`config.mk`:
```
export PLATFORM = sky130hd
export DESIGN_NAME = imem_loader_flat
export DESIGN_NICKNAME = d
export VERILOG_FILES = /design/src/rtl/imem_loader_if.sv /design/src/rtl/imem_loader.sv /design/src/flat_wrapper.sv
export SDC_FILE = /design/constraint.sdc
export NUM_CORES = 1
export LEC_CHECK = 0
export BUFFER_PORTS_ARGS = -buffer_cell sky130_fd_sc_hd__buf_2
export CORE_MARGIN = 8
export CORE_UTILIZATION = 40
export DETAILED_ROUTE_END_ITERATION = 8
export PLACE_DENSITY_LB_ADDON = 0.15
export RECOVER_POWER = 100
export SYNTH_ARGS = -nofsm -noshare
export SYNTH_HDL_FRONTEND = slang
export SYNTH_SLANG_ARGS = --single-unit
export TNS_END_PERCENT = 5
```
`constraint.sdc`:
```
create_clock -name clk -period 2.5 [get_ports clk]
set_input_delay 0.25 -clock clk [delete_from_list [all_inputs] [get_ports clk]]
set_output_delay 0.25 -clock clk [all_outputs]
set_load 0.01 [all_outputs]
```
`src/rtl/imem_loader_if.sv`:
```
// Bus bundle for imem_loader: start pulse, upstream byte stream, instruction-memory
// write port and session status. master = loader side, slave = environment side.
interface imem_loader_if #(
  parameter int ADDR_W = 6
);
  logic              start;
  logic              in_valid;
  logic [7:0]        in_data;
  logic              in_ready;
  logic              imem_we;
  logic [ADDR_W-1:0] imem_addr;
  logic [31:0]       imem_wdata;
  logic              core_hold;
  logic              done;
  logic              error;
  logic [ADDR_W:0]   word_count;

  modport master (
    input  start, in_valid, in_data,
    output in_ready, imem_we, imem_addr, imem_wdata,
    output core_hold, done, error, word_count
  );

  modport slave (
    output start, in_valid, in_data,
    input  in_ready, imem_we, imem_addr, imem_wdata,
    input  core_hold, done, error, word_count
  );
endinterface

```
`src/rtl/imem_loader.sv`:
```
// Boot loader: receives a length byte plus little-endian instruction words and writes
// them to instruction memory while holding the core. Optional trailing XOR checksum: IMEM_LOADER_CHECKSUM_EN.
module imem_loader #(
  parameter int DEPTH  = 64,
  parameter int ADDR_W = 6
) (
  input  logic           clk,
  input  logic           reset,
  imem_loader_if.master  bus
);

  typedef enum logic [2:0] {
    IDLE,
    LEN,
    DATA,
    WRITE,
    CSUM,
    DONE,
    ERR
  } state_t;

  localparam logic [ADDR_W:0] WC_ONE = (ADDR_W+1)'(1);

  state_t          state_reg, state_next;
  logic [1:0]      byte_idx_reg, byte_idx_next;
  logic [31:0]     word_reg, word_next;
  logic [ADDR_W:0] len_reg, len_next;
  logic [ADDR_W:0] word_count_reg, word_count_next;
  logic [ADDR_W:0] word_count_inc;
  logic [31:0]     len_byte;
  logic            ready;
  logic            accept;
  logic            data_accept;

`ifdef IMEM_LOADER_CHECKSUM_EN
  logic [7:0]      csum_reg, csum_next;
`endif

  // in_ready depends on state only, never on in_valid
  assign ready          = (state_reg == LEN) || (state_reg == DATA) || (state_reg == CSUM);
  assign accept         = ready && bus.in_valid;
  assign data_accept    = accept && (state_reg == DATA);
  assign len_byte       = {24'd0, bus.in_data};
  assign word_count_inc = word_count_reg + WC_ONE;

  // Each byte lane captures the incoming byte only when it is the addressed lane
  generate
    for (genvar gi = 0; gi < 4; gi++) begin : g_lane
      assign word_next[8*gi +: 8] = (data_accept && (byte_idx_reg == 2'(gi)))
                                    ? bus.in_data : word_reg[8*gi +: 8];
    end
  endgenerate

  always_comb begin
    state_next      = state_reg;
    byte_idx_next   = byte_idx_reg;
    len_next        = len_reg;
    word_count_next = word_count_reg;
`ifdef IMEM_LOADER_CHECKSUM_EN
    csum_next       = csum_reg;
`endif
    case (state_reg)
      IDLE, DONE, ERR: begin
        if (bus.start) begin
          state_next      = LEN;
          byte_idx_next   = 2'd0;
          word_count_next = '0;
`ifdef IMEM_LOADER_CHECKSUM_EN
          csum_next       = 8'd0;
`endif
        end
      end
      LEN: begin
        if (accept) begin
          if ((len_byte >= 32'd1) && (len_byte <= 32'(DEPTH))) begin
            state_next = DATA;
            len_next   = len_byte[ADDR_W:0];
          end else begin
            state_next = ERR;
          end
        end
      end
      DATA: begin
        if (accept) begin
          byte_idx_next = byte_idx_reg + 2'd1;
`ifdef IMEM_LOADER_CHECKSUM_EN
          csum_next     = csum_reg ^ bus.in_data;
`endif
          if (byte_idx_reg == 2'd3) begin
            state_next = WRITE;
          end
        end
      end
      WRITE: begin
        word_count_next = word_count_inc;
        if (word_count_inc < len_reg) begin
          state_next = DATA;
        end else begin
`ifdef IMEM_LOADER_CHECKSUM_EN
          state_next = CSUM;
`else
          state_next = DONE;
`endif
        end
      end
`ifdef IMEM_LOADER_CHECKSUM_EN
      CSUM: begin
        if (accept) begin
          state_next = (bus.in_data == csum_reg) ? DONE : ERR;
        end
      end
`endif
      default: begin
        state_next = IDLE;
      end
    endcase
  end

  always_ff @(posedge clk or posedge reset) begin
    if (reset) begin
      state_reg      <= IDLE;
      byte_idx_reg   <= 2'd0;
      word_reg       <= 32'd0;
      len_reg        <= '0;
      word_count_reg <= '0;
`ifdef IMEM_LOADER_CHECKSUM_EN
      csum_reg       <= 8'd0;
`endif
    end else begin
      state_reg      <= state_next;
      byte_idx_reg   <= byte_idx_next;
      word_reg       <= word_next;
      len_reg        <= len_next;
      word_count_reg <= word_count_next;
`ifdef IMEM_LOADER_CHECKSUM_EN
      csum_reg       <= csum_next;
`endif
    end
  end

  assign bus.in_ready   = ready;
  assign bus.imem_we    = (state_reg == WRITE);
  assign bus.imem_addr  = word_count_reg[ADDR_W-1:0];
  assign bus.imem_wdata = word_reg;
  assign bus.core_hold  = (state_reg != DONE);
  assign bus.done       = (state_reg == DONE);
  assign bus.error      = (state_reg == ERR);
  assign bus.word_count = word_count_reg;

endmodule

```
`src/flat_wrapper.sv`:
```
// flat-port wrapper written by rule: the top's interface ports become plain ports
module imem_loader_flat 
#(
  parameter int DEPTH  = 64,
  parameter int ADDR_W = 6
)
  (clk, reset, bus_start, bus_in_valid, bus_in_data, bus_in_ready, bus_imem_we, bus_imem_addr, bus_imem_wdata, bus_core_hold, bus_done, bus_error, bus_word_count);
  imem_loader_if #(.ADDR_W(ADDR_W)) bus_i ();
  input  logic clk;
  input  logic reset;
  input wire logic [$bits(bus_i.start)-1:0] bus_start;
  input wire logic [$bits(bus_i.in_valid)-1:0] bus_in_valid;
  input wire logic [$bits(bus_i.in_data)-1:0] bus_in_data;
  output wire logic [$bits(bus_i.in_ready)-1:0] bus_in_ready;
  output wire logic [$bits(bus_i.imem_we)-1:0] bus_imem_we;
  output wire logic [$bits(bus_i.imem_addr)-1:0] bus_imem_addr;
  output wire logic [$bits(bus_i.imem_wdata)-1:0] bus_imem_wdata;
  output wire logic [$bits(bus_i.core_hold)-1:0] bus_core_hold;
  output wire logic [$bits(bus_i.done)-1:0] bus_done;
  output wire logic [$bits(bus_i.error)-1:0] bus_error;
  output wire logic [$bits(bus_i.word_count)-1:0] bus_word_count;
  assign bus_i.start = bus_start;
  assign bus_i.in_valid = bus_in_valid;
  assign bus_i.in_data = bus_in_data;
  assign bus_in_ready = bus_i.in_ready;
  assign bus_imem_we = bus_i.imem_we;
  assign bus_imem_addr = bus_i.imem_addr;
  assign bus_imem_wdata = bus_i.imem_wdata;
  assign bus_core_hold = bus_i.core_hold;
  assign bus_done = bus_i.done;
  assign bus_error = bus_i.error;
  assign bus_word_count = bus_i.word_count;
  imem_loader #(.DEPTH(DEPTH), .ADDR_W(ADDR_W)) u_core (.clk(clk), .reset(reset), .bus(bus_i));
endmodule
```
Word level (Yosys, flattened, before mapping)
Index checks and enable logic that the tools add are counted.
{"block": "word_totals", "input_bits": 12, "regBits": 51, "out_inout_bits": 50}
{"block": "classes", "add_sub_neg": 2, "n_mux": 12, "n_eq_ne": 14, "order_cmp": 3, "n_reduce_logical": 18}
{"op": "2-to-1 mux 3 bit", "n": 6}
{"op": "one-hot mux 7 bit (2 select lines)", "n": 1}
{"op": "one-hot mux 3 bit (4 select lines)", "n": 1}
{"op": "equality test 3 bit, second input constant", "n": 3}
{"op": "greater-or-equal comparator 8 x 1 -> 1 bit, second input constant", "n": 1}
{"op": "<= comparator 8 x 7 -> 1 bit, second input constant", "n": 1}
{"op": "adder 7 x 1 -> 7 bit, second input constant", "n": 1}
{"op": "logical AND 1 bit", "n": 7}
{"op": "less-than comparator 7 bit", "n": 1}
{"op": "2-to-1 mux 7 bit", "n": 1}
{"op": "equality test 3 x 2 -> 1 bit, second input constant", "n": 2}
{"op": "AND reduction 3 bit", "n": 2}
{"op": "equality test 2 bit, second input constant", "n": 2}
{"op": "2-to-1 mux 2 bit", "n": 2}
{"op": "inequality test 2 x 1 -> 1 bit, second input constant", "n": 2}
{"op": "inequality test 2 bit, second input constant", "n": 2}
{"op": "one-hot mux 2 bit (2 select lines)", "n": 1}
{"op": "AND reduction 4 bit", "n": 1}
{"op": "nonzero test 2 bit", "n": 2}
{"op": "equality test 3 x 1 -> 1 bit, second input constant", "n": 1}
{"op": "zero test 3 bit", "n": 1}
{"op": "inequality test 3 bit, second input constant", "n": 1}
{"op": "OR reduction 3 bit", "n": 1}
{"op": "adder 2 x 1 -> 2 bit, second input constant", "n": 1}
{"op": "4 further kinds", "n": 5}

Logic depth before layout (Yosys ltp)
{"block": "depth", "ltp_word": 6, "mapped_depth": 10, "ltp_nobuf": 10}

Least setup slack after synthesis
OpenSTA, ideal clock, no wires.
{"block": "synth_path", "kind": "register to register", "from": "register u_core.word_count_reg[0], in the netlist u_core.bus.word_count[0]", "to": "register u_core.state_reg[1]", "t_required_ps": 2423, "t_arrival_ps": 2170, "path_buffers": 0, "path_slack_ps": 253, "synth_period_minus_slack_ps": 2247, "path_stages_with_launch": 11, "cell_sequence": "dfrtp_1 -> ha_1 -> nand3_1 -> nor2_1 -> xor2_1 -> ha_1 -> a21oi_1 -> and3_1 -> o21ai_0 -> a32o_1 -> a21oi_1"}
{"block": "synth_between", "elab_chain_cells": 4}
{"item": "start: declaration", "line_no": "imem_loader.sv:28", "text": "logic [ADDR_W:0] word_count_reg, word_count_next;"}
{"item": "start signal: assignment", "line_no": "imem_loader.sv:134", "text": "word_count_reg <= word_count_next;"}
{"item": "adder 7 x 1 -> 7 bit", "line_no": "imem_loader.sv:44", "text": "assign word_count_inc = word_count_reg + WC_ONE;"}
{"item": "less-than comparator 7 bit", "line_no": "imem_loader.sv:96", "text": "if (word_count_inc < len_reg) begin"}
{"item": "2-to-1 mux 3 bit", "line_no": "imem_loader.sv:96"}
{"item": "one-hot mux 3 bit (4 select lines)", "line_no": "imem_loader.sv:62", "text": "case (state_reg)"}
{"item": "end signal: assignment", "line_no": "imem_loader.sv:130", "text": "state_reg <= state_next;"}
{"item": "end: declaration", "line_no": "imem_loader.sv:24", "text": "state_t state_reg, state_next;"}
No other way between the ends.
A chain may end at the register's enable or synchronous reset.

Final worst setup path
Ends and elaborated chain as after synthesis.

==> flow_metrics.tcl <==
set metrics [dict create \
    fp.dieW_um 95.2 \
    avgSynthCellArea_sq_um 12.2 \
    viasPerCell 5.15 \
    highest_count_cells_in_the_layout_ignoring_fill_and_taps "clkbuf_1, dfrtp_1, mux2_2" \
    worst-path-stages 10 \
    crit_path_cells "ha_1, nand3_1, nor2_1, xor2_1, ha_1, a21oi_1, and3_1, o21ai_0, a32o_1, a21oi_1" \
    drtPass1Iterations 5 \
    worst_r2r_path_depth 10 \
    clk_pin_slew_ns 0.09 \
    ant_nets 0 \
    die-height_um 95.2 \
    slowest_delay_ns 0.36 \
    std_cell_rows 29 \
    number_of_synthesized_register_bits 51 \
    fin_ws_ns 0.215 \
    synth.area.top_cells "dfrtp_1, mux2_2, ha_1" \
    gr-total-overflow 0 \
    cp_num_buf_inv 0 \
    drt-initial-drc-count 45 \
    grt_antenna_before_repair 0 \
    post_route_cells_drive_above_1_share 0.227 \
    cp.required_ns 2.73 \
    drt-wirelength-per-cell_um 15.7 \
    final.setup.tns_ns 0 \
    post_cts.resized_instances 0 \
    max_slew_margin 0.181 \
    final.period_utilization 0.914 \
    number_of_cts_inserted_buffers 5 \
    synth_fp_nets 229 \
    final_net_count 295 \
    holdCritPathClass "input port to flop" \
    final_core_util 0.465 \
    first_global_vias 1830 \
    p_leak_nw 1.33 \
    tightest_slew_ns 1.23 \
    clockBufferDepth 2 \
    synth_area_leader_cell "dfrtp_1" \
    port_buffers 61 \
    critical-path-slowest-cell "dfrtp_1" \
    n_fill_cell 607 \
    mostFrequentLayoutCell "clkbuf_1" \
    yosys_warnings 0 \
    yosysTopAreaCellShare 0.508 \
    unrepaired_setup_endpoints_after_global_routing "no" \
    cts_root_buffer "clkbuf_8" \
    synth-seq-area-share 0.508 \
    final_cell_count_no_fill 350 \
    maximum_number_of_pins_on_one_net_before_global_route_repair 33 \
    final_area_sq_um 2890 \
    die-area_sq_um 9070 \
    power.density_nw_per_um2 1190 \
    synth_cell_types 36 \
    maxCapViolations 0 \
    finalMaxSlewViolations 0 \
    floorplan.initialDensity 0.405 \
    dp_hpwl_mm 4.08 \
    antenna-diode-count 0 \
    critPathKind "flop to flop" \
    tritoncts "yes" \
    detail_route.wirelength_mm 5.49 \
    largest_register_ff_count 32 \
    post-cts-setup-buffer-count 0 \
    synth.cell_area_sq_um 2510 \
    clk-insertion-delay-late_ns 0.30 \
    irDropWorstVdd_v 0.000477 \
    timing.critical_path.fanout_max 4 \
    synthCells 206 \
    hold_path_stages 2 \
    grt_first_pass_wirelength_mm 9.15 \
    timing.critical_path.max_delay_family "compound AO/OA/AOI/OAI gates" \
    setup_viol_count_final 0 \
    timing.fmax_mhz 438 \
    reg2reg_setup_slack_ns 0.22 \
    area_delta_synth_final_pct 15.0 \
    core_area_sq_um 6200 \
    crit_path_start_kind "flop" \
    placedCellCount 342 \
    cts_hold_buffers 0 \
    critical_path.endpoint_type "flop" \
    final.setup_skew_ns 0.00401 \
    final_hold_fails 0 \
    clkSinkCount 51 \
    dr_total_vias 1804 \
    ctsHtreeMaxLevel 2 \
    drt_drc_violations_left 0 \
    finalWorstPathRequiredPeriod_ns 2.28 \
    dpl_cell_area_sq_um 2910 \
    globalRouteTotalUtil 0.128 \
    worstPathArrival_ns 2.52 \
    post-place-ws_ns 0.223 \
    status "complete, no violations" \
    ios 62 \
    finalWeightedCongestion 0.740 \
]
cells in the mapped netlist:
master    instances
a21o_1            1
nor4_4            1
nand3_1           7
o31ai_1           1
o32a_1            1
o311ai_0          1
a31oi_1           2
a32o_1            1
a211oi_1          2
buf_4             6
mux2_2           31
ha_1             11
and3_1            2
nand2_1          12
a22o_1            5
buf_2             3
or2_2             2
xor2_1            2
o221ai_1          1
mux2_1            2
dfrtp_1          51
nand2b_1          1
nor3_2            2
xnor2_1           4
xor2_2            1
inv_1            15
nor3_1            4
o21ai_0           9
and2_1            1
mux2_4            7
a21oi_1           4
o32ai_1           1
nor2_1            7
nand4_1           2
clkbuf_1          1
or4_1             2
stage by stage:
| step | hold WS (ns) | power [mW] |
|---|---|---|
| final | 0.243 | 3.45 |
| after floorplan | 0.382 | 2.57 |
| after global routing | 0.246 | 3.76 |
| after detailed placement | 0.404 | 3.17 |
| after global placement | 0.399 | 3.15 |
| after CTS | 0.0724 | 3.66 |
layout make-up:
class / count / area, sq um / area share
timing repair buffer: 69 / 283 / 0.0980
clock buffer: 5 / 68.8 / 0.0239
sequential: 51 / 1280 / 0.442
inverter: 15 / 56.3 / 0.0195
clock inverter: 3 / 18.8 / 0.00650
multi-input combinational: 130 / 1090 / 0.376
tap: 77 / 96.3 / 0.0334
power by group:
group | leakage (nW) | internal, mW | switching [mW]
sequential | 0.640 | 1.19 | 0.263
combinational | 0.638 | 0.684 | 0.831
clock | 0.0483 | 0.198 | 0.278
total | 1.33 | 2.08 | 1.37
logic make-up after synthesis:
group | count (synthesis) | share of synthesized area
fa+ha+maj | 11 | 0.0548
flops | 51 | 0.508
xor+xnor | 7 | 0.0274
simple gates | 43 | 0.0927
buf+inv | 25 | 0.0479
compound gates | 29 | 0.0788
mux | 40 | 0.190
routing by layer:
metal / vias up / GRT usage / share of wire
li1: 866 / - / -
met1: 880 / 0.164 / 0.46
met2: 52 / 0.200 / 0.45
met3: 6 / 0.0449 / 0.082
met4: 0 / 0.0351 / 0.0098
met5: - / 0 / 0
worst reg2reg max path, cell delays in order, from the launching register on:
cell and delay (ns):
dfrtp_1 0.36, ha_1 0.23, nand3_1 0.13, nor2_1 0.15, xor2_1 0.21, ha_1 0.30
a21oi_1 0.15, and3_1 0.15, o21ai_0 0.14, a32o_1 0.29, a21oi_1 0.11
final timing paths:
path | end | from
hold reg to reg | u_core.bus.imem_wdata[17] | u_core.bus.imem_wdata[17]
max in group asynchronous | u_core.len_reg[4] | reset
setup reg to reg | u_core.state_reg[1] | u_core.bus.word_count[0]
hold / removal | u_core.len_reg[3] | bus_in_data[3]
setup / recovery | u_core.state_reg[1] | u_core.bus.word_count[0]
min in group asynchronous | u_core.bus.word_count[2] | reset
Power figures use the tool's default switching activity.
